## src/rtl/instr_sequencer.sv

```systemverilog
// Fetch/execute sequencer for the 9-bit CPU.
// It owns the program counter and the hardware return-address stack. It steps
// the decoder through FETCH/EXEC, stalls in MEM_WAIT for data-memory loads and
// stores, and turns the decoder's start/done, branch, call and return
// indications into PC updates and register-commit strobes.
//
// Optional build macro SEQ_MEM_TIMEOUT_EN: adds a MEM_WAIT watchdog. After
// TMO_CYC cycles without mem_ack, the block halts and raises the sticky
// output mem_tmo.
//
// state    | meaning
// ---------+-----------------------------------------------------------
// IDLE     | out of reset, waiting for start
// FETCH    | instruction memory read issued at pc
// EXEC     | instruction register valid, decoder resolves next pc
// MEM_WAIT | load/store in flight, commit held until mem_ack
// HALT     | stopped by done or a stack error, waiting for start

module instr_sequencer #(
    parameter int PC_W    = 10,
    parameter int STACK_D = 4,
    parameter int TMO_CYC = 15
) (
    input  logic            clk,
    input  logic            rst_n,
    input  logic            start,
    input  logic            done,
    input  logic            mem_req,
    input  logic            mem_ack,
    input  logic            branch_take,
    input  logic            call,
    input  logic            ret,
    input  logic [PC_W-1:0] branch_tgt,
    output logic [PC_W-1:0] pc,
    output logic            fetch_en,
    output logic            instr_valid,
    output logic            exec_en,
    output logic            busy,
    output logic            halted,
`ifdef SEQ_MEM_TIMEOUT_EN
    output logic            stack_err,
    output logic            mem_tmo
`else
    output logic            stack_err
`endif
);

    // sp has to represent STACK_D itself (full stack), so it is one value wider than an index.
    localparam int SP_W  = $clog2(STACK_D + 1);
    localparam int IDX_W = (STACK_D > 1) ? $clog2(STACK_D) : 1;

    typedef enum logic [2:0] {
        S_IDLE     = 3'd0,
        S_FETCH    = 3'd1,
        S_EXEC     = 3'd2,
        S_MEM_WAIT = 3'd3,
        S_HALT     = 3'd4
    } state_t;

    state_t            state;
    state_t            state_nxt;
    logic [PC_W-1:0]   pc_nxt;
    logic [PC_W-1:0]   pc_inc;
    logic [SP_W-1:0]   sp;
    logic [SP_W-1:0]   sp_nxt;
    logic [SP_W-1:0]   sp_dec;
    logic [IDX_W-1:0]  wr_idx;
    logic [IDX_W-1:0]  rd_idx;
    logic              err_nxt;
    logic              push_en;
    logic [PC_W-1:0]   stack_mem [STACK_D];

`ifdef SEQ_MEM_TIMEOUT_EN
    localparam int TMO_W = (TMO_CYC > 1) ? $clog2(TMO_CYC) : 1;

    logic [TMO_W-1:0]  tmo_cnt;
    logic              tmo_nxt;
`else
    // TMO_CYC only matters when the watchdog is built in.
    logic              unused_tmo_cfg;
    assign unused_tmo_cfg = ^TMO_CYC;
`endif

    // Both wrap modulo 2^PC_W. That includes the return address pushed at the all-ones pc.
    assign pc_inc = pc + PC_W'(1);
    assign sp_dec = sp - SP_W'(1);
    assign wr_idx = sp[IDX_W-1:0];
    assign rd_idx = sp_dec[IDX_W-1:0];

    // Next-state, PC/stack update and output decode.
    always_comb begin
        state_nxt   = state;
        pc_nxt      = pc;
        sp_nxt      = sp;
        err_nxt     = stack_err;
        push_en     = 1'b0;
        fetch_en    = 1'b0;
        instr_valid = 1'b0;
        exec_en     = 1'b0;
        busy        = 1'b0;
        halted      = 1'b0;
`ifdef SEQ_MEM_TIMEOUT_EN
        tmo_nxt     = mem_tmo;
`endif
        case (state)
            S_IDLE, S_HALT: begin
                halted = (state == S_HALT);
                if (start) begin
                    state_nxt = S_FETCH;
                    pc_nxt    = '0;
                    sp_nxt    = '0;
                    err_nxt   = 1'b0;
`ifdef SEQ_MEM_TIMEOUT_EN
                    tmo_nxt   = 1'b0;
`endif
                end
            end
            S_FETCH: begin
                fetch_en  = 1'b1;
                busy      = 1'b1;
                state_nxt = S_EXEC;
            end
            S_EXEC: begin
                instr_valid = 1'b1;
                busy        = 1'b1;
                if (done) begin
                    state_nxt = S_HALT;
                end else if (mem_req) begin
                    state_nxt = S_MEM_WAIT;
                end else if (ret) begin
                    if (sp == '0) begin
                        err_nxt   = 1'b1;
                        state_nxt = S_HALT;
                    end else begin
                        pc_nxt    = stack_mem[rd_idx];
                        sp_nxt    = sp_dec;
                        exec_en   = 1'b1;
                        state_nxt = S_FETCH;
                    end
                end else if (call) begin
                    if (sp == SP_W'(STACK_D)) begin
                        err_nxt   = 1'b1;
                        state_nxt = S_HALT;
                    end else begin
                        push_en   = 1'b1;
                        sp_nxt    = sp + SP_W'(1);
                        pc_nxt    = branch_tgt;
                        exec_en   = 1'b1;
                        state_nxt = S_FETCH;
                    end
                end else if (branch_take) begin
                    pc_nxt    = branch_tgt;
                    exec_en   = 1'b1;
                    state_nxt = S_FETCH;
                end else begin
                    pc_nxt    = pc_inc;
                    exec_en   = 1'b1;
                    state_nxt = S_FETCH;
                end
            end
            S_MEM_WAIT: begin
                instr_valid = 1'b1;
                busy        = 1'b1;
                if (mem_ack) begin
                    pc_nxt    = pc_inc;
                    exec_en   = 1'b1;
                    state_nxt = S_FETCH;
`ifdef SEQ_MEM_TIMEOUT_EN
                end else if (tmo_cnt == '0) begin
                    tmo_nxt   = 1'b1;
                    state_nxt = S_HALT;
`endif
                end
            end
            default: begin
                state_nxt = S_IDLE;
            end
        endcase
    end

    // State, pc, stack pointer and sticky error registers.
    always_ff @(posedge clk or negedge rst_n) begin
        if (!rst_n) begin
            state     <= S_IDLE;
            pc        <= '0;
            sp        <= '0;
            stack_err <= 1'b0;
        end else begin
            state     <= state_nxt;
            pc        <= pc_nxt;
            sp        <= sp_nxt;
            stack_err <= err_nxt;
        end
    end

    // Return-address storage. It is left uncleared because only sp defines which entries are live.
    always_ff @(posedge clk) begin
        if (push_en) begin
            stack_mem[wr_idx] <= pc_inc;
        end
    end

`ifdef SEQ_MEM_TIMEOUT_EN
    // Watchdog down-counter. It is loaded on entry to MEM_WAIT and times out at terminal count zero.
    always_ff @(posedge clk or negedge rst_n) begin
        if (!rst_n) begin
            tmo_cnt <= '0;
            mem_tmo <= 1'b0;
        end else begin
            mem_tmo <= tmo_nxt;
            if (state == S_EXEC && state_nxt == S_MEM_WAIT) begin
                tmo_cnt <= TMO_W'(TMO_CYC - 1);
            end else if (state == S_MEM_WAIT && tmo_cnt != '0) begin
                tmo_cnt <= tmo_cnt - TMO_W'(1);
            end
        end
    end
`endif

endmodule

```

## config.mk

```make
export PLATFORM = sky130hd
export DESIGN_NAME = instr_sequencer
export DESIGN_NICKNAME = d
export VERILOG_FILES = /design/src/rtl/instr_sequencer.sv
export SDC_FILE = /design/constraint.sdc
export NUM_CORES = 1
export LEC_CHECK = 0
export ABC_AREA = 1
export CAP_MARGIN = 20
export CORE_MARGIN = 2
export CORE_UTILIZATION = 51
export CTS_CLUSTER_SIZE = 24
export DETAILED_ROUTE_END_ITERATION = 10
export MAX_ROUTING_LAYER = met4
export PLACE_DENSITY = 0.87
export SLEW_MARGIN = 40
export SYNTH_ARGS = -nofsm -noshare
export SYNTH_HDL_FRONTEND = slang
export SYNTH_SLANG_ARGS = --single-unit
```

## constraint.sdc

```tcl
create_clock -name clk -period 2.2 [get_ports clk]
set_input_delay 0.33 -clock clk [delete_from_list [all_inputs] [get_ports clk]]
set_output_delay 0.33 -clock clk [all_outputs]
set_load 0.05 [all_outputs]
```

==> results of run 1 <==
==> synthesized netlist by cell type, drive strengths merged <==
library cell  instances
o21bai                1
clkinv                1
o211ai                3
nor2                 40
buf                   7
xor2                  1
clkbuf                4
ha                    6
dfrtp                17
nor3                  2
nand3                41
a31oi                 1
o21ai                25
and2                  5
nand4                 2
edfxtp               40
a21oi                19
inv                  43
o22ai                 1
or2                   1
a21boi                1
nand2               117
xnor2                 1
==> power by group through the flow <==
stage	Sequential [mW]	Combinational, mW	Clock (mW)
final	1.57	2.47	1.18
after global routing	1.60	2.67	1.24
after CTS	1.57	2.44	1.19
after detailed placement	1.59	2.40	0
after global placement	1.58	2.34	0
after floorplan	1.79	1.59	0
==> per-stage QoR <==
step | cells | total power [mW] | utilization (%) | hold slack, ns
3_3_place_gp | 489 | 3.93 | 61.1 | 0.503
3_5_place_dp | 489 | 3.99 | 61.1 | 0.504
2_1_floorplan | 379 | 3.38 | - | 0.0344
4_1_cts | 505 | 5.20 | 65.1 | 0.324
5_1_grt | 505 | 5.50 | 65.2 | 0.338
6_report | 505 | 5.23 | 65.2 | 0.321
==> state kept, by name, indices dropped and copies added, names as in the netlist <==
register and cells:
pc 10, sp 3, stack_err 1, stack_mem 40
state 3
==> area by class of cell <==
cell class	count	area [um2]	area share (%)
sequential	57	1630	41.7
multi-input combinational	267	1340	34.4
timing repair buffer	46	430	11.0
inverter	44	168	4.29
clock buffer	9	124	3.17
clock inverter	7	119	3.04
tap	75	93.8	2.40
==> worst max-delay path: stages (launching register included) <==
cell and delay (ns):
dfrtp_1 0.57, nand2_2 0.15, nor2_8 0.18, inv_1 0.17, o22ai_2 0.22, buf_12 0.16
==> layer usage <==
layer	global-route usage (%)	routed length, um	part of all wire, %
met1	30.1	3250	41
met3	4.87	597	7.5
met5	-	0	0
met2	40.2	3900	49
met4	9.09	182	2.3
==> cells by family after synthesis <==
| group | synth area share [%] |
|---|---|
| compound gates | 8.90 |
| xor+xnor | 0.547 |
| fa+ha+maj | 2.34 |
| buf+inv | 7.61 |
| flops | 50.8 |
| simple gates | 29.8 |
==> worst paths after layout <==
| kind | startpoint | endpoint | slack (ns) | depth (start not counted) |
|---|---|---|---|---|
| worst max-delay path | state[1] | exec_en | 0.08 | 5 |
| worst min-delay path | rst_n | sp[2] | 0.32 | 2 |
| worst max register to register | sp[1] | pc[3] | 0.36 | 8 |
| worst min register to register | stack_err | stack_err | 0.52 | 2 |
| max in group asynchronous | rst_n | state[0] | 1.67 | 2 |
| min in group clk | stack_err | stack_err | 0.52 | 2 |
==> what timing repair did <==
item	in CTS	in global routing
setup endpoints to repair	0	1
gates resized for setup	0	3
hold buffers	0	0
==> flow_metrics.env, run 1 <==
export IMPL_status="finished, final reports clean"
export IMPL_ir_drop_uv=1000
export IMPL_initial_core_util_pct=53.5
export IMPL_layout_commonest_cell="nand2_1"
export IMPL_core_um2=5990
export IMPL_critPathRequiredTime_ns=1.87
export IMPL_htreeDepth=3
export IMPL_antenna_left=0
export IMPL_slew_limit_headroom_pct=65.6
export IMPL_grt_pass1_vias=2693
export IMPL_dp_hpwl_mm=5.34
export IMPL_tritoncts="built"
export IMPL_skew_ns=0.00941
export IMPL_grt_ovfl_total=0
export IMPL_antennaDiodeCount=0
export IMPL_drtIter0Drc=341
export IMPL_drv_cap=0
export IMPL_clk_pin_slew_ns=0.07
export IMPL_min_period_over_period_pct=96.2
export IMPL_dpl_instance_area_um2=3660
export IMPL_clkSinkCount=57
export IMPL_preCtsSetupSlack_ns=0.223
export IMPL_cp_start_kind="register"
export IMPL_p_leak_nw=1.69
export IMPL_critPathArrivalTime_ns=1.79
export IMPL_grt_max_degree=25
export IMPL_p_int_mw=2.89
export IMPL_viasPerCell=5.46
export IMPL_cts_made_buffers=9
export IMPL_netSwitchingFraction_pct=44.6
export IMPL_p_switching_mw=2.33
export IMPL_syn_avg_cell_area_um2=8.45
export IMPL_drc=0
export IMPL_cts_buffer_depth=2
export IMPL_die_w_um=83.3
export IMPL_post_drt_wl_per_cell_um=15.7
export IMPL_worst_slack_ns=0.0826
export IMPL_power_frac_comb_pct=47.3
export IMPL_fmax_mhz=472
export IMPL_ys_types=38
export IMPL_final_layout_size_suffix_gt1_share_pct=14.4
export IMPL_setup_tns_ns=0
export IMPL_end_kind="primary output"
export IMPL_die_area_um2=6930
export IMPL_clock_latency_ns=0.34
export IMPL_netlist_area_um2=3200
export IMPL_fillers=429
export IMPL_grt_pass1_wl_mm=13.0
export IMPL_antenna_found_initial=0
export IMPL_io_buffers=34
export IMPL_area_growth_pct=21.8
export IMPL_finish_instance_area_um2=3900
export IMPL_rows=28
export IMPL_num_io_pins=35
export IMPL_synth_warnings=0
export IMPL_ys_seq_area_share_pct=50.8
export IMPL_grt_usage_pct=24.5
export IMPL_worst_path_max_fanout=8
export IMPL_yosys_area_top_type="edfxtp_1"
export IMPL_post_cts_buffers=0
export IMPL_final_nets=450
export IMPL_route_vias_total=2758
export IMPL_hold_class="in2async"
export IMPL_syn_num_nets=404
export IMPL_power_frac_clock_pct=22.6
export IMPL_seq_power_share_pct=30.1
export IMPL_tightest_slew_ns=0.515
export IMPL_place_congestion=0.944
export IMPL_rsz0062_at_grt="no"
export IMPL_die_y_um=83.3
export IMPL_hold_viol=0
export IMPL_final_cell_mix="108 x nand2_1, 40 x edfxtp_1, 39 x nand3_1"
export IMPL_path_class="reg2out"
export IMPL_ys_ff_latch=57
export IMPL_slew_viol_final=0
export IMPL_fin_crit_ns=2.12
export IMPL_setup_viol=0
export IMPL_first_pass_iters=7
export IMPL_cts_root_buf="clkbuf_8"
export IMPL_synth_top_area_share_pct=37.5
export IMPL_totalWireLength_mm=7.92
export IMPL_power_per_cell_area_nw_per_um2=1340
export IMPL_ys_top_cells_by_area="edfxtp_1 37%, dfrtp_1 13%, nand2_1 13%"
export IMPL_synthCells=379
Note: power is estimated with default switching activity, not from simulation.
==> inputs of run 2 (changes only) <==
--- a/config.mk
+++ b/config.mk
@@ -11,7 +11,6 @@
 export CORE_UTILIZATION = 51
 export CTS_CLUSTER_SIZE = 24
 export DETAILED_ROUTE_END_ITERATION = 10
-export MAX_ROUTING_LAYER = met4
 export PLACE_DENSITY = 0.87
 export SLEW_MARGIN = 40
 export SYNTH_ARGS = -nofsm -noshare
==> run 2 against run 1 <==
- clock-buffer cell count unchanged
- global-route usage shrank 0.69 points
- worst setup slack lost 0.0095 ns
- largest power group unchanged
==> flow_metrics.env, run 2 (synthesis gave the netlist of run 1 again) <==
export IMPL_status="finished, final reports clean"
export IMPL_end_kind="primary output"
export IMPL_final_nets=450
export IMPL_p_leak_nw=1.69
export IMPL_dpl_instance_area_um2=3660
export IMPL_grt_pass1_wl_mm=13.0
export IMPL_grt_ovfl_total=0
export IMPL_min_period_over_period_pct=96.7
export IMPL_initial_core_util_pct=53.5
export IMPL_critPathArrivalTime_ns=1.80
export IMPL_rsz0062_at_grt="no"
export IMPL_final_layout_size_suffix_gt1_share_pct=14.4
export IMPL_final_cell_mix="108 x nand2_1, 40 x edfxtp_1, 39 x nand3_1"
export IMPL_clk_pin_slew_ns=0.07
export IMPL_regArea_um2=1630
export IMPL_fillers=429
export IMPL_r2r_start="sp[1]"
export IMPL_area_growth_pct=21.8
export IMPL_totalWireLength_mm=7.97
export IMPL_skew_ns=0.0109
export IMPL_layout_commonest_cell="nand2_1"
export IMPL_regMostFlops="stack_mem"
export IMPL_dp_hpwl_mm=5.34
export IMPL_post_cts_buffers=0
export IMPL_ir_drop_uv=1010
export IMPL_die_area_um2=6930
export IMPL_antennaDiodeCount=0
export IMPL_viasPerCell=5.52
export IMPL_slew_viol_final=0
export IMPL_critPathRequiredTime_ns=1.87
export IMPL_drv_cap=0
export IMPL_antenna_left=0
export IMPL_io_buffers=34
export IMPL_die_w_um=83.3
export IMPL_rows=28
export IMPL_finish_instance_area_um2=3900
export IMPL_core_um2=5990
export IMPL_cts_made_buffers=9
export IMPL_worst_path_max_fanout=8
export IMPL_clkSinkCount=57
export IMPL_grt_max_degree=25
export IMPL_route_vias_total=2786
export IMPL_report_power_total_mw=5.23
export IMPL_grt_pass1_vias=2688
export IMPL_multi_input_area_um2=1340
export IMPL_dpl_cell_count=489
export IMPL_tritoncts="built"
export IMPL_path_class="reg2out"
export IMPL_setup_viol=0
export IMPL_drc=0
export IMPL_antenna_found_initial=0
export IMPL_fmax_mhz=470
export IMPL_final_instance_count_excl_fill=505
export IMPL_largestRegisters="stack_mem x40, pc x10"
export IMPL_postCtsHoldBufs=0
export IMPL_drtIter0Drc=312
export IMPL_hold_class="in2async"
export IMPL_grt_usage_pct=23.8
export IMPL_die_y_um=83.3
export IMPL_r2r_slack_ns=0.36
export IMPL_clock_latency_ns=0.34
export IMPL_htreeDepth=3
export IMPL_slew_limit_headroom_pct=65.6
export IMPL_cts_buffer_depth=2
export IMPL_hold_viol=0
export IMPL_setup_tns_ns=0
export IMPL_cts_root_buf="clkbuf_8"
export IMPL_tightest_slew_ns=0.514
export IMPL_r2r_end="pc[3]"
export IMPL_fin_crit_ns=2.13
export IMPL_power_per_cell_area_nw_per_um2=1340
export IMPL_largest_reg_flops=40
export IMPL_place_congestion=0.928
export IMPL_cp_start_kind="register"
export IMPL_num_io_pins=35
export IMPL_first_pass_iters=6
export IMPL_post_drt_wl_per_cell_um=15.8
export IMPL_r2r_cells=8
-- run 2: cell counts in the layout (fill, tap and decap cells not counted) --
Identical to the previous run, type by type.
-- run 2: critical path, stage by stage (launching register included) --
cell and delay (ns):
dfrtp_1 0.57, nand2_2 0.15, nor2_8 0.18, inv_1 0.17
o22ai_2 0.23, buf_12 0.16
-- run 2: how the worst max path moves through the flow --
stage,endpoint,slack (ns),start
after floorplan,stack_mem[1][0],0.18,sp[0]
after detailed placement,exec_en,0.22,ret
after global placement,exec_en,0.29,ret
final,exec_en,0.07,state[1]
after global routing,exec_en,0.01,state[1]
after CTS,exec_en,0.05,sp[1]
-- run 2: area by class of cell --
cell class	count	share of cell area [%]
tap	75	2.40
inverter	44	4.29
timing repair buffer	46	11.0
multi-input combinational	267	34.4
clock buffer	9	3.17
clock inverter	7	3.04
sequential	57	41.7
-- run 2: power breakdown --
group,internal [mW],switching (mW)
logic,0.770,1.70
registers,1.37,0.201
clock network,0.751,0.432
total,2.89,2.33
-- run 2: routing by layer --
metal / vias to the layer above / GRT usage, % / wire (um)
li1: 1331 / - / -
met1: 1291 / 30.0 / 3270
met2: 154 / 40.3 / 3920
met3: 10 / 5.07 / 665
met4: 0 / 8.79 / 117
met5: - / 0 / 0
-- run 2: timing repair --
action | 4_1_cts | 5_1_grt
gates resized for setup | 0 | 3
endpoints found under the hold margin | 0 | 0
setup endpoints to repair | 0 | 1
-- run 2: per-stage QoR --
step	setup WS [ns]	util [%]	hold slack [ns]
5_1_grt	0.0144	65.2	0.338
3_3_place_gp	0.289	61.1	0.503
4_1_cts	0.0536	65.1	0.324
2_1_floorplan	0.180	-	0.0344
3_5_place_dp	0.223	61.1	0.504
6_report	0.0730	65.2	0.326
==> inputs of run 3 (changes only) <==
--- a/config.mk
+++ b/config.mk
@@ -6,8 +6,9 @@
 export NUM_CORES = 1
 export LEC_CHECK = 0
 export ABC_AREA = 1
+export ABC_CLOCK_PERIOD_IN_PS = 2200
 export CAP_MARGIN = 20
-export CORE_MARGIN = 2
+export CORE_MARGIN = 8
 export CORE_UTILIZATION = 51
 export CTS_CLUSTER_SIZE = 24
 export DETAILED_ROUTE_END_ITERATION = 10
==> run 3 against run 2 <==
- sequential share of layout area increased by 0.57 points
- non-clock buffer count unchanged
- total power decreased by 5.4%
- clock-buffer cell count increased by 1
- sequential power about the same
- design area decreased by 1.3%
- clock power decreased by 22%
- cell count increased by 0.40%
- global-route usage decreased by 6.2 points
- worst setup slack improved by 0.028 ns
- critical endpoint unchanged
==> flow_metrics.env, run 3 (synthesis gave the netlist of run 1 again) <==
export IMPL_hold_class="in2async"
export IMPL_critPathArrivalTime_ns=1.77
export IMPL_ir_drop_uv=1110
export IMPL_post_cts_buffers=0
export IMPL_antenna_found_initial=0
export IMPL_power_frac_clock_pct=18.7
export IMPL_regMostFlops="stack_mem"
export IMPL_crit_chain="nand2_2 -> nor2_8 -> inv_1 -> o22ai_2 -> buf_12"
export IMPL_grt_max_degree=25
export IMPL_die_w_um=95.3
export IMPL_skew_ns=0.00831
export IMPL_p_leak_nw=1.66
export IMPL_clk_pin_slew_ns=0.07
export IMPL_die_y_um=95.3
export IMPL_num_io_pins=35
export IMPL_fmax_mhz=476
export IMPL_post_drt_wl_per_cell_um=14.6
export IMPL_layout_commonest_cell="nand2_1"
export IMPL_first_pass_iters=4
export IMPL_power_frac_comb_pct=49.5
export IMPL_worst_path_max_fanout=8
export IMPL_cts_root_buf="clkbuf_8"
export IMPL_worst_path_stages=5
export IMPL_r2r_slack_ns=0.35
export IMPL_r2r_start="sp[1]"
export IMPL_postCtsHoldBufs=0
export IMPL_die_area_um2=9080
export IMPL_r2r_end="pc[3]"
export IMPL_drtIter0Drc=151
export IMPL_p_switching_mw=2.28
export IMPL_grt_pass1_wl_mm=12.2
export IMPL_antenna_left=0
export IMPL_largest_reg_flops=40
export IMPL_rsz0062_at_grt="no"
export IMPL_final_nets=450
export IMPL_drv_cap=0
export IMPL_fin_crit_ns=2.10
export IMPL_initial_core_util_pct=51.6
export IMPL_power_per_cell_area_nw_per_um2=1280
export IMPL_clkSinkCount=57
export IMPL_final_instance_count_excl_fill=507
export IMPL_slowest_stage="dfrtp_1"
export IMPL_netSwitchingFraction_pct=46.1
export IMPL_tritoncts="built"
export IMPL_tightest_slew_ns=0.520
export IMPL_cts_made_buffers=9
export IMPL_critPathRequiredTime_ns=1.87
export IMPL_fin_worst_hold_slack_ns=0.324
export IMPL_slew_viol_final=0
export IMPL_rows=29
export IMPL_core_um2=6200
export IMPL_worstPathBufferInverterCount=2
export IMPL_dp_hpwl_mm=5.66
export IMPL_setup_viol=0
export IMPL_p_int_mw=2.67
export IMPL_cts_buffer_depth=2
export IMPL_io_buffers=34
export IMPL_antennaDiodeCount=0
export IMPL_place_congestion=0.931
export IMPL_grt_ovfl_total=0
export IMPL_route_vias_total=2579
export IMPL_grt_pass1_vias=2556
export IMPL_clock_latency_ns=0.33
export IMPL_end_kind="primary output"
export IMPL_largestRegisters="stack_mem x40, pc x10"
export IMPL_cp_start_kind="register"
export IMPL_max_stage_delay_ns=0.56
export IMPL_grt_usage_pct=17.6
export IMPL_critical_path_top_delay_family="flip-flops"
export IMPL_slew_limit_headroom_pct=65.3
export IMPL_final_layout_size_suffix_gt1_share_pct=14.4
export IMPL_seq_power_share_pct=31.8
export IMPL_area_growth_pct=20.2
export IMPL_path_class="reg2out"
export IMPL_dpl_cell_count=491
export IMPL_drc=0
export IMPL_setup_tns_ns=0
export IMPL_htreeDepth=3
export IMPL_r2r_cells=8
export IMPL_hold_viol=0
export IMPL_status="finished, final reports clean"
export IMPL_totalWireLength_mm=7.42
export IMPL_viasPerCell=5.09
export IMPL_min_period_over_period_pct=95.4
export IMPL_final_cell_mix="108 x nand2_1, 40 x edfxtp_1, 39 x nand3_1"
==> run 3: changes by cell type in the layout (fill, tap and decap cells not counted), sizes merged <==
cell and delta:
bufinv -2, clkbuf +1, clkinvlp +1
==> run 3: final cells by class <==
type / count / area, um2
Multi-Input combinational cell: 267 / 1340
Inverter: 44 / 168
Timing Repair Buffer: 46 / 430
Clock buffer: 10 / 128
Tap cell: 77 / 96.3
Sequential cell: 57 / 1630
Fill cell: 467 / 2350
Clock inverter: 6 / 60.1
==> run 3: stage by stage <==
step / power, mW / area (um2) / util [%] / setup WS (ns)
after detailed placement: 4.01 / 3660 / 59.0 / 0.157
final: 4.95 / 3850 / 62.1 / 0.101
after global placement: 3.94 / 3660 / 59.0 / 0.242
after floorplan: 3.38 / 3210 / - / 0.180
after global routing: 5.26 / 3850 / 62.1 / 0.00612
after CTS: 4.95 / 3850 / 62.0 / 0.0194
==> run 3: power by group through the flow <==
stage	clock network [mW]	logic, mW	registers (mW)
after detailed placement	0	2.42	1.59
after floorplan	0	1.59	1.79
after global placement	0	2.36	1.58
after global routing	0.990	2.68	1.59
final	0.926	2.45	1.57
after CTS	0.944	2.44	1.57
==> run 3: worst max-delay path by stage <==
stage / to / from
2_1_floorplan: stack_mem[1][0] / sp[0]
3_3_place_gp: stack_mem[1][9] / ret
3_5_place_dp: stack_mem[1][7] / ret
4_1_cts: exec_en / sp[1]
5_1_grt: exec_en / sp[1]
6_report: exec_en / state[1]
==> run 3: layer usage <==
layer  routed length [um]  track usage, %  vias up
met4                   69            6.76        0
met2                 3640            28.6       79
met3                  440            4.65        6
met5                    0               0        -
li1                     -               -     1331
met1                 3270            22.0     1163
==> run 3: timing repair <==
item / CTS / global route
resized for setup: 0 / 4
hold endpoints to repair: 0 / 0
setup endpoints to repair: 0 / 1
==> run 3: worst register-to-register path, delay by kind of cell, from the launching register on <==
family | cells | cell delay (ns)
flip-flops | 1 | 0.42
AO/OA/AOI/OAI | 2 | 0.40
buffers and inverters | 2 | 0.32
adder cells (fa/ha/maj) | 1 | 0.30
AND/OR/NAND/NOR | 3 | 0.30
